File: config.mk
export PLATFORM = sky130hd
export DESIGN_NAME = imem_load_ctrl
export DESIGN_NICKNAME = d
export VERILOG_FILES = /design/src/rtl/imem_pkg.sv /design/src/rtl/imem_load_ctrl.sv
export SDC_FILE = /design/constraint.sdc
export NUM_CORES = 1
export LEC_CHECK = 0
export CORE_MARGIN = 2
export CORE_UTILIZATION = 25
export DETAILED_ROUTE_END_ITERATION = 8
export GPL_TIMING_DRIVEN = 0
export PLACE_DENSITY = 0.85
export SYNTH_ARGS = -nofsm -noshare
export SYNTH_HDL_FRONTEND = slang
export SYNTH_SLANG_ARGS = --single-unit
File: constraint.sdc
create_clock -name clk -period 2.22 [get_ports clk]
set_input_delay 0.444 -clock clk [delete_from_list [all_inputs] [get_ports clk]]
set_output_delay 0.444 -clock clk [all_outputs]
set_load 0.01 [all_outputs]
File: src/rtl/imem_pkg.sv
// imem_pkg: shared constants and types for the instruction-memory loader.
//   IMEM_DEPTH  - number of 32-bit words in the instruction memory
//   IMEM_ADDR_W - word-address width (clog2 of IMEM_DEPTH)
//   ld_state_t  - loader FSM state encoding
package imem_pkg;

  localparam int IMEM_DEPTH  = 64;
  localparam int IMEM_ADDR_W = 6;

  typedef enum logic [1:0] {
    LD_IDLE,
    LD_LOAD,
    LD_DONE,
    LD_CHECK
  } ld_state_t;

endpackage

File: src/rtl/imem_load_ctrl.sv
// imem_load_ctrl: boot/debug loader for the 64-word instruction memory.
// Streams 32-bit words over a valid/ready handshake into consecutive word
// addresses starting at 0. It shares the IMEM address port with CPU fetch and
// stalls the CPU while a load is in progress.
//
// Ports:
//   clk, reset       clock; synchronous active-high reset
//   load_start       begin a load (sampled only in IDLE)
//   load_valid/data  word stream; load_last marks the final word
//   load_ready       a word is accepted this cycle when valid & ready
//   cpu_pc           CPU fetch byte address, passed through when idle
//   imem_addr/we/wdata  IMEM port (byte address, write enable, write data)
//   cpu_stall        freeze the CPU while loading
//   load_done        one-cycle pulse on successful completion
//   load_err         sticky error (overflow / checksum mismatch)
//   load_count       words written by the current/last load
//
// Optional build macro: IMEM_LOAD_CHECKSUM_EN
//   When defined, the word after load_last is a 32-bit modulo-2^32 sum of the
//   loaded words. It is checked in a CHECK state and is not written to IMEM.
module imem_load_ctrl
  import imem_pkg::*;
#(
  parameter int DEPTH  = IMEM_DEPTH,
  parameter int ADDR_W = IMEM_ADDR_W
) (
  input  logic              clk,
  input  logic              reset,
  input  logic              load_start,
  input  logic              load_valid,
  input  logic [31:0]       load_data,
  input  logic              load_last,
  output logic              load_ready,
  input  logic [31:0]       cpu_pc,
  output logic [31:0]       imem_addr,
  output logic              imem_we,
  output logic [31:0]       imem_wdata,
  output logic              cpu_stall,
  output logic              load_done,
  output logic              load_err,
  output logic [ADDR_W:0]   load_count
);

  ld_state_t         state, next_state;
  logic [ADDR_W-1:0] wr_ptr;
  logic              at_end;

`ifdef IMEM_LOAD_CHECKSUM_EN
  logic [31:0] sum_q;
`endif

  // The pointer saturates at the last word; a transfer there ends the load.
  assign at_end = (wr_ptr == ADDR_W'(DEPTH - 1));

  // NOTE: state and datapath registers use non-blocking assignments so every
  // flop samples pre-edge values regardless of process evaluation order.
  always_ff @(posedge clk) begin
    if (reset) state <= LD_IDLE;
    else       state <= next_state;
  end

  // NOTE: every output and next_state gets a default before the case, so no
  // path through the block leaves a signal unassigned (no latches).
  always_comb begin
    next_state = state;
    load_ready = 1'b0;
    imem_we    = 1'b0;
    cpu_stall  = 1'b1;
    load_done  = 1'b0;
    imem_wdata = load_data;
    imem_addr  = {{(32 - ADDR_W - 2){1'b0}}, wr_ptr, 2'b00};

    case (state)
      LD_IDLE: begin
        cpu_stall = 1'b0;
        imem_addr = cpu_pc;
        if (load_start) next_state = LD_LOAD;
      end

      LD_LOAD: begin
        load_ready = 1'b1;
        imem_we    = load_valid;
        if (load_valid) begin
          if (load_last) begin
`ifdef IMEM_LOAD_CHECKSUM_EN
            next_state = LD_CHECK;
`else
            next_state = LD_DONE;
`endif
          end else if (at_end) begin
            next_state = LD_IDLE;  // overflow: abandon without done
          end
        end
      end

      LD_DONE: begin
        load_done  = 1'b1;
        next_state = LD_IDLE;
      end

`ifdef IMEM_LOAD_CHECKSUM_EN
      LD_CHECK: begin
        // The checksum word is consumed here but never written to IMEM.
        load_ready = 1'b1;
        if (load_valid) next_state = (load_data == sum_q) ? LD_DONE : LD_IDLE;
      end
`endif

      default: next_state = LD_IDLE;
    endcase
  end

  always_ff @(posedge clk) begin
    if (reset) begin
      wr_ptr     <= '0;
      load_count <= '0;
      load_err   <= 1'b0;
`ifdef IMEM_LOAD_CHECKSUM_EN
      sum_q      <= '0;
`endif
    end else begin
      case (state)
        LD_IDLE: begin
          if (load_start) begin
            wr_ptr     <= '0;
            load_count <= '0;
            load_err   <= 1'b0;
`ifdef IMEM_LOAD_CHECKSUM_EN
            sum_q      <= '0;
`endif
          end
        end

        LD_LOAD: begin
          if (load_valid) begin
            load_count <= load_count + (ADDR_W + 1)'(1);
            if (!at_end) wr_ptr <= wr_ptr + ADDR_W'(1);
            if (at_end && !load_last) load_err <= 1'b1;
`ifdef IMEM_LOAD_CHECKSUM_EN
            sum_q <= sum_q + load_data;
`endif
          end
        end

`ifdef IMEM_LOAD_CHECKSUM_EN
        LD_CHECK: begin
          if (load_valid && (load_data != sum_q)) load_err <= 1'b1;
        end
`endif

        default: ;
      endcase
    end
  end

endmodule

==> results of run 1 <==
==> sequential cells by signal, indices dropped and copies added (netlist names) <==
| name | flops |
|---|---|
| load_count | 7 |
| load_err | 1 |
| state | 2 |
| wr_ptr | 6 |
==> layout make-up <==
class / count / area [um2] / area share
buffer: 37 / 294 / 0.115
clock buffer: 3 / 41.3 / 0.0162
tap: 67 / 83.8 / 0.0329
multi-input combinational: 99 / 658 / 0.258
sequential: 16 / 322 / 0.126
timing repair buffer: 115 / 1130 / 0.445
inverter: 4 / 15.0 / 0.00589
==> kinds of logic after synthesis <==
group / count (synthesis) / synth area share
AO/OA/AOI/OAI: 20 / 0.0965
XOR/XNOR: 5 / 0.0352
adder cells (fa/ha/maj): 2 / 0.0201
buffers and inverters: 41 / 0.220
flip-flops: 16 / 0.257
multiplexers: 7 / 0.0623
AND/OR/NAND/NOR: 65 / 0.309
==> what timing repair did <==
action / 4_1_cts / 5_1_grt
setup endpoints to repair: 34 / 16
gates resized for setup: 34 / 21
buffers inserted: 3 / 1
pin swaps: 1 / 1
==> worst min path at each step <==
stage          slack [ps]                  start  cells after the start               endpoint
6_report              470  load_err$_SDFFE_PP0P_                      2  load_err$_SDFFE_PP0P_
5_1_grt               510  load_err$_SDFFE_PP0P_                      2  load_err$_SDFFE_PP0P_
4_1_cts               480  load_err$_SDFFE_PP0P_                      2  load_err$_SDFFE_PP0P_
3_5_place_dp          470  load_err$_SDFFE_PP0P_                      2  load_err$_SDFFE_PP0P_
3_3_place_gp          450  load_err$_SDFFE_PP0P_                      2  load_err$_SDFFE_PP0P_
2_1_floorplan         470  load_err$_SDFFE_PP0P_                      2  load_err$_SDFFE_PP0P_
==> worst max-delay path, cell delays in order (launching register included) <==
cell	delay, ps
dfxtp_1	330
clkbuf_8	170
nor2_4	200
buf_6	150
and2_1	130
clkdlybuf4s50_1	540
==> metal layers <==
layer  share of wire  vias up
li1                -      735
met1            0.36      666
met2            0.55       66
met3           0.081        4
met4          0.0094        0
met5               0        -
==> through the flow <==
| step | hold WS [ps] | power (mW) | cell area, um2 |
|---|---|---|---|
| 3_5_place_dp | 466 | 0.719 | 2440 |
| 4_1_cts | 484 | 0.929 | 2520 |
| 3_3_place_gp | 445 | 0.716 | 2440 |
| 5_1_grt | 507 | 0.968 | 2550 |
| 2_1_floorplan | 470 | 0.475 | 1240 |
| 6_report | 475 | 0.920 | 2550 |
==> cells in the final DEF, fill, tap and decap left out, drive strengths merged, types with 2 or more instances in the layout <==
master / netlist / routed
a211oi: 3 / 3
a21oi: 7 / 7
and2: 26 / 26
and3: 2 / 2
buf: 33 / 39
clkbuf: 4 / 8
clkdlybuf4s50: 0 / 79
dfxtp: 16 / 16
dlygate4sd2: 0 / 17
dlymetal6s2s: 0 / 12
ha: 2 / 2
inv: 4 / 4
mux2: 6 / 6
nand2: 3 / 3
nand3: 5 / 5
nand4: 3 / 3
nor2: 10 / 10
nor3: 3 / 3
nor3b: 3 / 3
nor4b: 3 / 3
o21ai: 4 / 4
xnor2: 5 / 5
==> power by group <==
group | switching (mW) | internal (mW) | total, mW
clock network | 0.0950 | 0.120 | 0.215
registers | 0.00735 | 0.292 | 0.300
logic | 0.146 | 0.259 | 0.405
==> flow_metrics.tcl, run 1 <==
set metrics [dict create \
    outcome "complete, no violations" \
    ctsHoldBuffers 0 \
    ys.flop_type "dfxtp_1" \
    reg2reg_depth 4 \
    finalCritPeriodShare 0.992 \
    num_io_pins 145 \
    wl_mm 4.36 \
    start_util 0.262 \
    syn_area_um2 1240 \
    final_core_util 0.536 \
    portBuffers 111 \
    final_layout_size_suffix_gt1_frac 0.201 \
    synth_edf_count 0 \
    cts_buffers 3 \
    startpoint "state[1]$_SDFFE_PP0P_" \
    met3_usage 0.0257 \
    crit_required_ps 1780 \
    final_hold_viol_count 0 \
    startpoint_type "flip-flop" \
    final.min_clock_period_ps 2200 \
    arrival_ps 1760 \
    ys_top_cells_by_area "dfxtp_1, buf_4, and2_1" \
    tightest_slew_ps 648 \
    synth_top_area_frac 0.257 \
    clockBufferDepth 2 \
    die_x_um 74.6 \
    cts_tree "built" \
    clkLatencyLatePin_ps 250 \
    cts_num_sinks 16 \
    vias 1471 \
    grtUsageMet2 0.243 \
    ys_warn_count 0 \
    fill_cells 470 \
    htree_levels 1 \
    path_max_fanout 10 \
    busiest_layer "met2" \
    hp-class "reg2reg" \
    dieArea_um2 5560 \
    grt.overflow.total 0 \
    slew_headroom 0.556 \
    synth.most_common_cell "buf_4" \
    gp_congestion 0.759 \
    dr.pass1.iters 4 \
    finalNonFillerCells 341 \
    grt_pass1_vias 1259 \
    yosysTopAreaCell "dfxtp_1" \
    syn_avg_cell_area_um2 7.98 \
    place_ws_ps -494 \
    fin_setup_tns_ps 0 \
    postRouteAntennaNets 0 \
    slew_violations 0 \
    critical_path.reg2reg.startpoint "state[0]$_SDFFE_PP0P_" \
    antenna_cells 0 \
    synthArstFlopShare 0 \
    crit_type "reg2out" \
    grt_pass1_wl_mm 5.99 \
    coreArea_um2 4750 \
    antenna_found_initial 0 \
    vias_per_cell 4.31 \
    syn_nets 227 \
    p_per_area_nw_per_um2 361 \
    ys_ff_latch 16 \
    cp-end-kind "output port" \
    r2r_slack_ps 530 \
    die_h_um 74.6 \
    drc_errors 0 \
    yosys-top-cells-count "buf_4, and2_1, dfxtp_1" \
    num-nets-final 347 \
    wl_per_cell_um 12.8 \
    reg2reg_to "wr_ptr[5]$_SDFFE_PP0P_" \
    rsz0062_at_grt "true" \
    clockRootBuffer "clkbuf_8" \
    crit_path_end "imem_addr[11]" \
    seq_area_frac_synth 0.257 \
    synth_cells 156 \
    cap_violations 0 \
    grt_max_degree 11 \
    place_hpwl_mm 3.51 \
    dp_cells 334 \
    clk_pin_slew_worst_paths_ps 60 \
    grt_use_total 0.138 \
    first_iter_violations 27 \
    worst_slack_ps 17.0 \
    fin_skew_ps 1.13 \
    rows 25 \
    ir_drop_uv 186 \
    timing.fmax_ghz 0.454 \
    finalSetupViolations 0 \
    synth.distinct_cells 34 \
    grt_use_met1 0.169 \
    area_growth_pct 105 \
    p_leak_nw 1.19 \
]
Note: power is estimated with default switching activity, not from simulation.
==> run 2, diff against run 1 <==
--- a/config.mk
+++ b/config.mk
@@ -5,11 +5,12 @@
 export SDC_FILE = /design/constraint.sdc
 export NUM_CORES = 1
 export LEC_CHECK = 0
-export CORE_MARGIN = 2
+export ABC_AREA = 1
 export CORE_UTILIZATION = 25
+export CTS_BUF_LIST = sky130_fd_sc_hd__clkbuf_4
 export DETAILED_ROUTE_END_ITERATION = 8
 export GPL_TIMING_DRIVEN = 0
-export PLACE_DENSITY = 0.85
+export PLACE_DENSITY = 0.81
 export SYNTH_ARGS = -nofsm -noshare
 export SYNTH_HDL_FRONTEND = slang
 export SYNTH_SLANG_ARGS = --single-unit
==> flow_metrics.tcl, run 2 <==
set metrics [dict create \
    outcome "complete, no violations" \
    p_leak_nw 1.51 \
    busiest_layer "met2" \
    yosysTopAreaCell "dfxtp_1" \
    synthArstFlopShare 0 \
    critical_path.reg2reg.startpoint "wr_ptr[0]$_SDFFE_PP0P_" \
    portBuffers 112 \
    cp.depth 5 \
    clockBufferDepth 2 \
    clockRootBuffer "clkbuf_4" \
    p_per_area_nw_per_um2 346 \
    fin_skew_ps 1.65 \
    finalCritPeriodShare 0.957 \
    crit_type "reg2out" \
    final_layout_size_suffix_gt1_frac 0.162 \
    reg2reg_to "wr_ptr[0]$_SDFFE_PP0P_" \
    met3_usage 0.0335 \
    mostFrequentLayoutCell "clkdlybuf4s50_1" \
    dieArea_um2 5800 \
    slew_violations 0 \
    startpoint "state[0]$_SDFFE_PP0P_" \
    synth_cells 229 \
    coreArea_um2 5200 \
    gp_congestion 0.733 \
    arrival_ps 1680 \
    syn_avg_cell_area_um2 6.00 \
    clkLatencyLatePin_ps 280 \
    placed_cell_area_um2 2580 \
    vias_per_cell 4.06 \
    htree_levels 1 \
    syn_nets 300 \
    cts_buffers 3 \
    vias 1688 \
    largest_reg_flops 7 \
    layout_common_cells "clkdlybuf4s50_1, inv_1, nor2_1" \
    die_h_um 76.2 \
    stdcell_area_um2 2670 \
    grt_max_degree 11 \
    crit_buf_inv 2 \
    synth.distinct_cells 25 \
    worst_hold_slack_ps 449 \
    synth_top_area_frac 0.233 \
    path_max_fanout 10 \
    grtUsageMet2 0.272 \
    place_hpwl_mm 3.40 \
    grt.overflow.total 0 \
    startpoint_type "flip-flop" \
    seq_area_frac_synth 0.233 \
    cts_tree "built" \
    drc_errors 0 \
    timing.fmax_ghz 0.471 \
    clk_pin_slew_worst_paths_ps 90 \
    cts_num_sinks 16 \
    wl_per_cell_um 9.90 \
    yosys-top-cells-count "inv_1, nor2_1, nand2_1" \
    num_io_pins 145 \
    hp-class "reg2reg" \
    postRouteAntennaNets 0 \
    fill_cells 524 \
    dp_cells 411 \
    ys_top_cells_by_area "dfxtp_1, buf_4, inv_1" \
    cp-end-kind "output port" \
    grt_use_total 0.138 \
    start_util 0.264 \
    grt_pass1_wl_mm 6.69 \
    worst_slack_ps 95.1 \
    max_stage_delay_ps 550 \
    die_x_um 76.2 \
    num-nets-final 419 \
    regMostFlops "load_count" \
    finalNonFillerCells 416 \
    tightest_slew_ps 247 \
    synth_edf_count 0 \
    ys_ff_latch 16 \
    reg2reg_depth 8 \
    ys.flop_type "dfxtp_1" \
    crit_path_top_delay_cell "clkdlybuf4s50_1" \
    first_iter_violations 32 \
    grt_use_met1 0.149 \
    crit_chain "nor2_4, clkbuf_4, nand2_1, o21ai_0, clkdlybuf4s50_1" \
    path_delay_family "buffers and inverters" \
    finalSetupViolations 0 \
    rows 26 \
    place_ws_ps 65.4 \
    area_growth_pct 94.4 \
    synth.most_common_cell "inv_1" \
    r2r_slack_ps 830 \
    final.min_clock_period_ps 2120 \
    slew_headroom 0.835 \
    crit_path_end "imem_addr[4]" \
    ir_drop_uv 302 \
    antenna_found_initial 0 \
    cap_violations 0 \
    crit_required_ps 1780 \
    syn_area_um2 1380 \
    dr.pass1.iters 4 \
    reg.largest.list "load_count (7), wr_ptr (6), state (2)" \
    antenna_cells 0 \
    final_hold_viol_count 0 \
    wl_mm 4.12 \
    p_total_mw 0.926 \
    grt_pass1_vias 1560 \
    ys_warn_count 0 \
]
-- run 2: what timing repair did --
item                       CTS  global route
resized for setup           15            26
setup buffers                2             0
pin swaps                    1             0
hold buffers                 0             0
setup endpoints to repair   33            22
-- run 2: cells by family after synthesis --
kind of cell | count (synthesis) | synth area share
flip-flops | 16 | 0.233
AO/OA/AOI/OAI | 19 | 0.0746
buffers and inverters | 87 | 0.332
adder cells (fa/ha/maj) | 2 | 0.0182
AND/OR/NAND/NOR | 105 | 0.342
-- run 2: power breakdown --
group	internal (mW)	switching, mW	leakage [nW]
clock	0.0631	0.0890	0.0138
combinational	0.276	0.190	1.37
sequential	0.296	0.0111	0.131
-- run 2: final cells by class --
class,instances,area (um2),share of cell area
inverter,50,188,0.0702
sequential,16,328,0.123
clock buffer,3,22.5,0.00842
buffer,37,279,0.104
timing repair buffer,114,1170,0.438
multi-input combinational,126,598,0.224
tap,70,87.6,0.0328
-- run 2: layer usage --
layer  routed length (um)  up-vias
li1                     -      884
met3                  307        4
met2                 2140       68
met1                 1650      732
met4                   29        0
met5                    0        -
-- run 2: worst min path at each step --
stage	cells past startpoint	slack, ps	startpoint	end
floorplan	2	470	load_err$_SDFFE_PP0P_	load_err$_SDFFE_PP0P_
global placement	2	440	load_err$_SDFFE_PP0P_	load_err$_SDFFE_PP0P_
detailed placement	2	440	load_err$_SDFFE_PP0P_	load_err$_SDFFE_PP0P_
CTS	2	450	load_err$_SDFFE_PP0P_	load_err$_SDFFE_PP0P_
global route	2	470	load_err$_SDFFE_PP0P_	load_err$_SDFFE_PP0P_
finish	2	450	load_err$_SDFFE_PP0P_	load_err$_SDFFE_PP0P_
-- run 2: worst reg2reg max path: cells and delay by family, from the launching register on --
family                   cells  cell delay, ps
adder cells (fa/ha/maj)      1             190
buffers and inverters        1              50
flip-flops                   1             390
AND/OR/NAND/NOR              6             660
-- run 2: per-stage QoR --
stage,setup TNS (ps),util
detailed placement,0,0.496
floorplan,0,-
CTS,0,0.503
global route,-6.64,0.514
global placement,0,0.496
finish,0,0.514
==> run 3, diff against run 2 <==
--- a/config.mk
+++ b/config.mk
@@ -6,11 +6,13 @@
 export NUM_CORES = 1
 export LEC_CHECK = 0
 export ABC_AREA = 1
-export CORE_UTILIZATION = 25
+export CELL_PAD_IN_SITES_DETAIL_PLACEMENT = 0
+export CELL_PAD_IN_SITES_GLOBAL_PLACEMENT = 2
+export CORE_UTILIZATION = 12
 export CTS_BUF_LIST = sky130_fd_sc_hd__clkbuf_4
 export DETAILED_ROUTE_END_ITERATION = 8
 export GPL_TIMING_DRIVEN = 0
-export PLACE_DENSITY = 0.81
+export PLACE_DENSITY = 0.89
 export SYNTH_ARGS = -nofsm -noshare
 export SYNTH_HDL_FRONTEND = slang
 export SYNTH_SLANG_ARGS = --single-unit
==> flow_metrics.tcl, run 3 (synthesis results as in run 2) <==
set metrics [dict create \
    outcome "complete, no violations" \
    finalSetupViolations 0 \
    path_max_fanout 4 \
    finalNonFillerCells 488 \
    portBuffers 112 \
    clk_pin_slew_worst_paths_ps 90 \
    largest_reg_flops 7 \
    final_hold_viol_count 0 \
    num-nets-final 420 \
    mostFrequentLayoutCell "clkdlybuf4s50_1" \
    die_h_um 109 \
    vias 1663 \
    startpoint_type "flip-flop" \
    p_leak_nw 1.53 \
    crit_required_ps 1780 \
    coreArea_um2 11000 \
    final_core_util 0.253 \
    ctsHoldBuffers 0 \
    start_util 0.125 \
    reg.largest.list "load_count (7), wr_ptr (6), state (2)" \
    dr.pass1.iters 4 \
    rows 38 \
    gp_congestion 0.730 \
    slew_violations 0 \
    dp_cells 481 \
    cap_violations 0 \
    grt_max_degree 11 \
    place_hpwl_mm 3.82 \
    cts_buffers 3 \
    fin_setup_tns_ps 0 \
    p_total_mw 0.934 \
    die_x_um 109 \
    grt_pass1_wl_mm 6.84 \
    grt_pass1_vias 1529 \
    first_iter_violations 48 \
    layout_common_cells "clkdlybuf4s50_1, inv_1, nor2_1" \
    cts_tree "built" \
    final_layout_size_suffix_gt1_frac 0.164 \
    clockBufferDepth 2 \
    antenna_found_initial 0 \
    crit_type "reg2out" \
    num_io_pins 145 \
    fin_skew_ps 6.57 \
    postRouteAntennaNets 0 \
    htree_levels 1 \
    grt_use_total 0.0726 \
    slew_headroom 0.843 \
    hp-class "reg2reg" \
    drc_errors 0 \
    finalCritPeriodShare 0.956 \
    worst_hold_slack_ps 458 \
    vias_per_cell 3.41 \
    wl_per_cell_um 9.16 \
    regMostFlops "load_count" \
    dieArea_um2 11900 \
    arrival_ps 1680 \
    wl_mm 4.47 \
    p_per_area_nw_per_um2 337 \
    tightest_slew_ps 235 \
    timing.fmax_ghz 0.471 \
    antenna_cells 0 \
    clkLatencyLatePin_ps 280 \
    cts_num_sinks 16 \
    cp-end-kind "output port" \
    grt.overflow.total 0 \
    clockRootBuffer "clkbuf_4" \
    ir_drop_uv 113 \
    rsz0062_at_grt "true" \
    area_growth_pct 102 \
    final.min_clock_period_ps 2120 \
]
==> run 3: per-stage QoR <==
stage	instance area, um2	setup slack (ps)
after global routing	2780	-40.7
after detailed placement	2670	53.9
final	2780	97.1
after floorplan	1380	725
after global placement	2670	33.4
after CTS	2720	12.9
==> run 3: area by class of cell <==
class | count | area, um2
timing repair buffer | 115 | 1180
sequential | 16 | 325
inverter | 50 | 188
buffer | 37 | 282
fill | 1206 | 8210
clock buffer | 3 | 22.5
tap | 140 | 175
clock inverter | 1 | 3.75
multi-input combinational | 126 | 598
==> run 3: worst paths after layout <==
path	startpoint	end	slack [ps]	cells after the start
setup / recovery	state[0]$_SDFFE_PP0P_	imem_addr[2]	100	6
hold / removal	load_err$_SDFFE_PP0P_	load_err$_SDFFE_PP0P_	460	2
hold reg to reg	load_err$_SDFFE_PP0P_	load_err$_SDFFE_PP0P_	460	2
setup reg to reg	wr_ptr[0]$_SDFFE_PP0P_	wr_ptr[0]$_SDFFE_PP0P_	820	8
==> run 3: where the power goes <==
part	switching, mW	internal [mW]
registers	0.0114	0.296
clock network	0.0888	0.0651
logic	0.194	0.279
total	0.294	0.640
==> run 3: repair_timing <==
item	CTS	global route
pin swaps	1	0
buffers inserted	2	1
resized for setup	18	22
endpoints found under the setup margin	33	22
==> run 3: worst max-delay path: stages, from the launching register on <==
cell,delay (ps)
dfxtp_2,360
nor2_4,160
buf_4,130
buf_4,90
nand2_1,30
o21ai_0,70
clkdlybuf4s50_1,560
==> run 3: layer usage <==
metal | vias up | global-route usage | wire, um
li1 | 893 | - | -
met1 | 705 | 0.0845 | 1900
met2 | 63 | 0.136 | 2270
met3 | 2 | 0.0108 | 273
met4 | 0 | 0.0203 | 30
met5 | - | 0 | 0
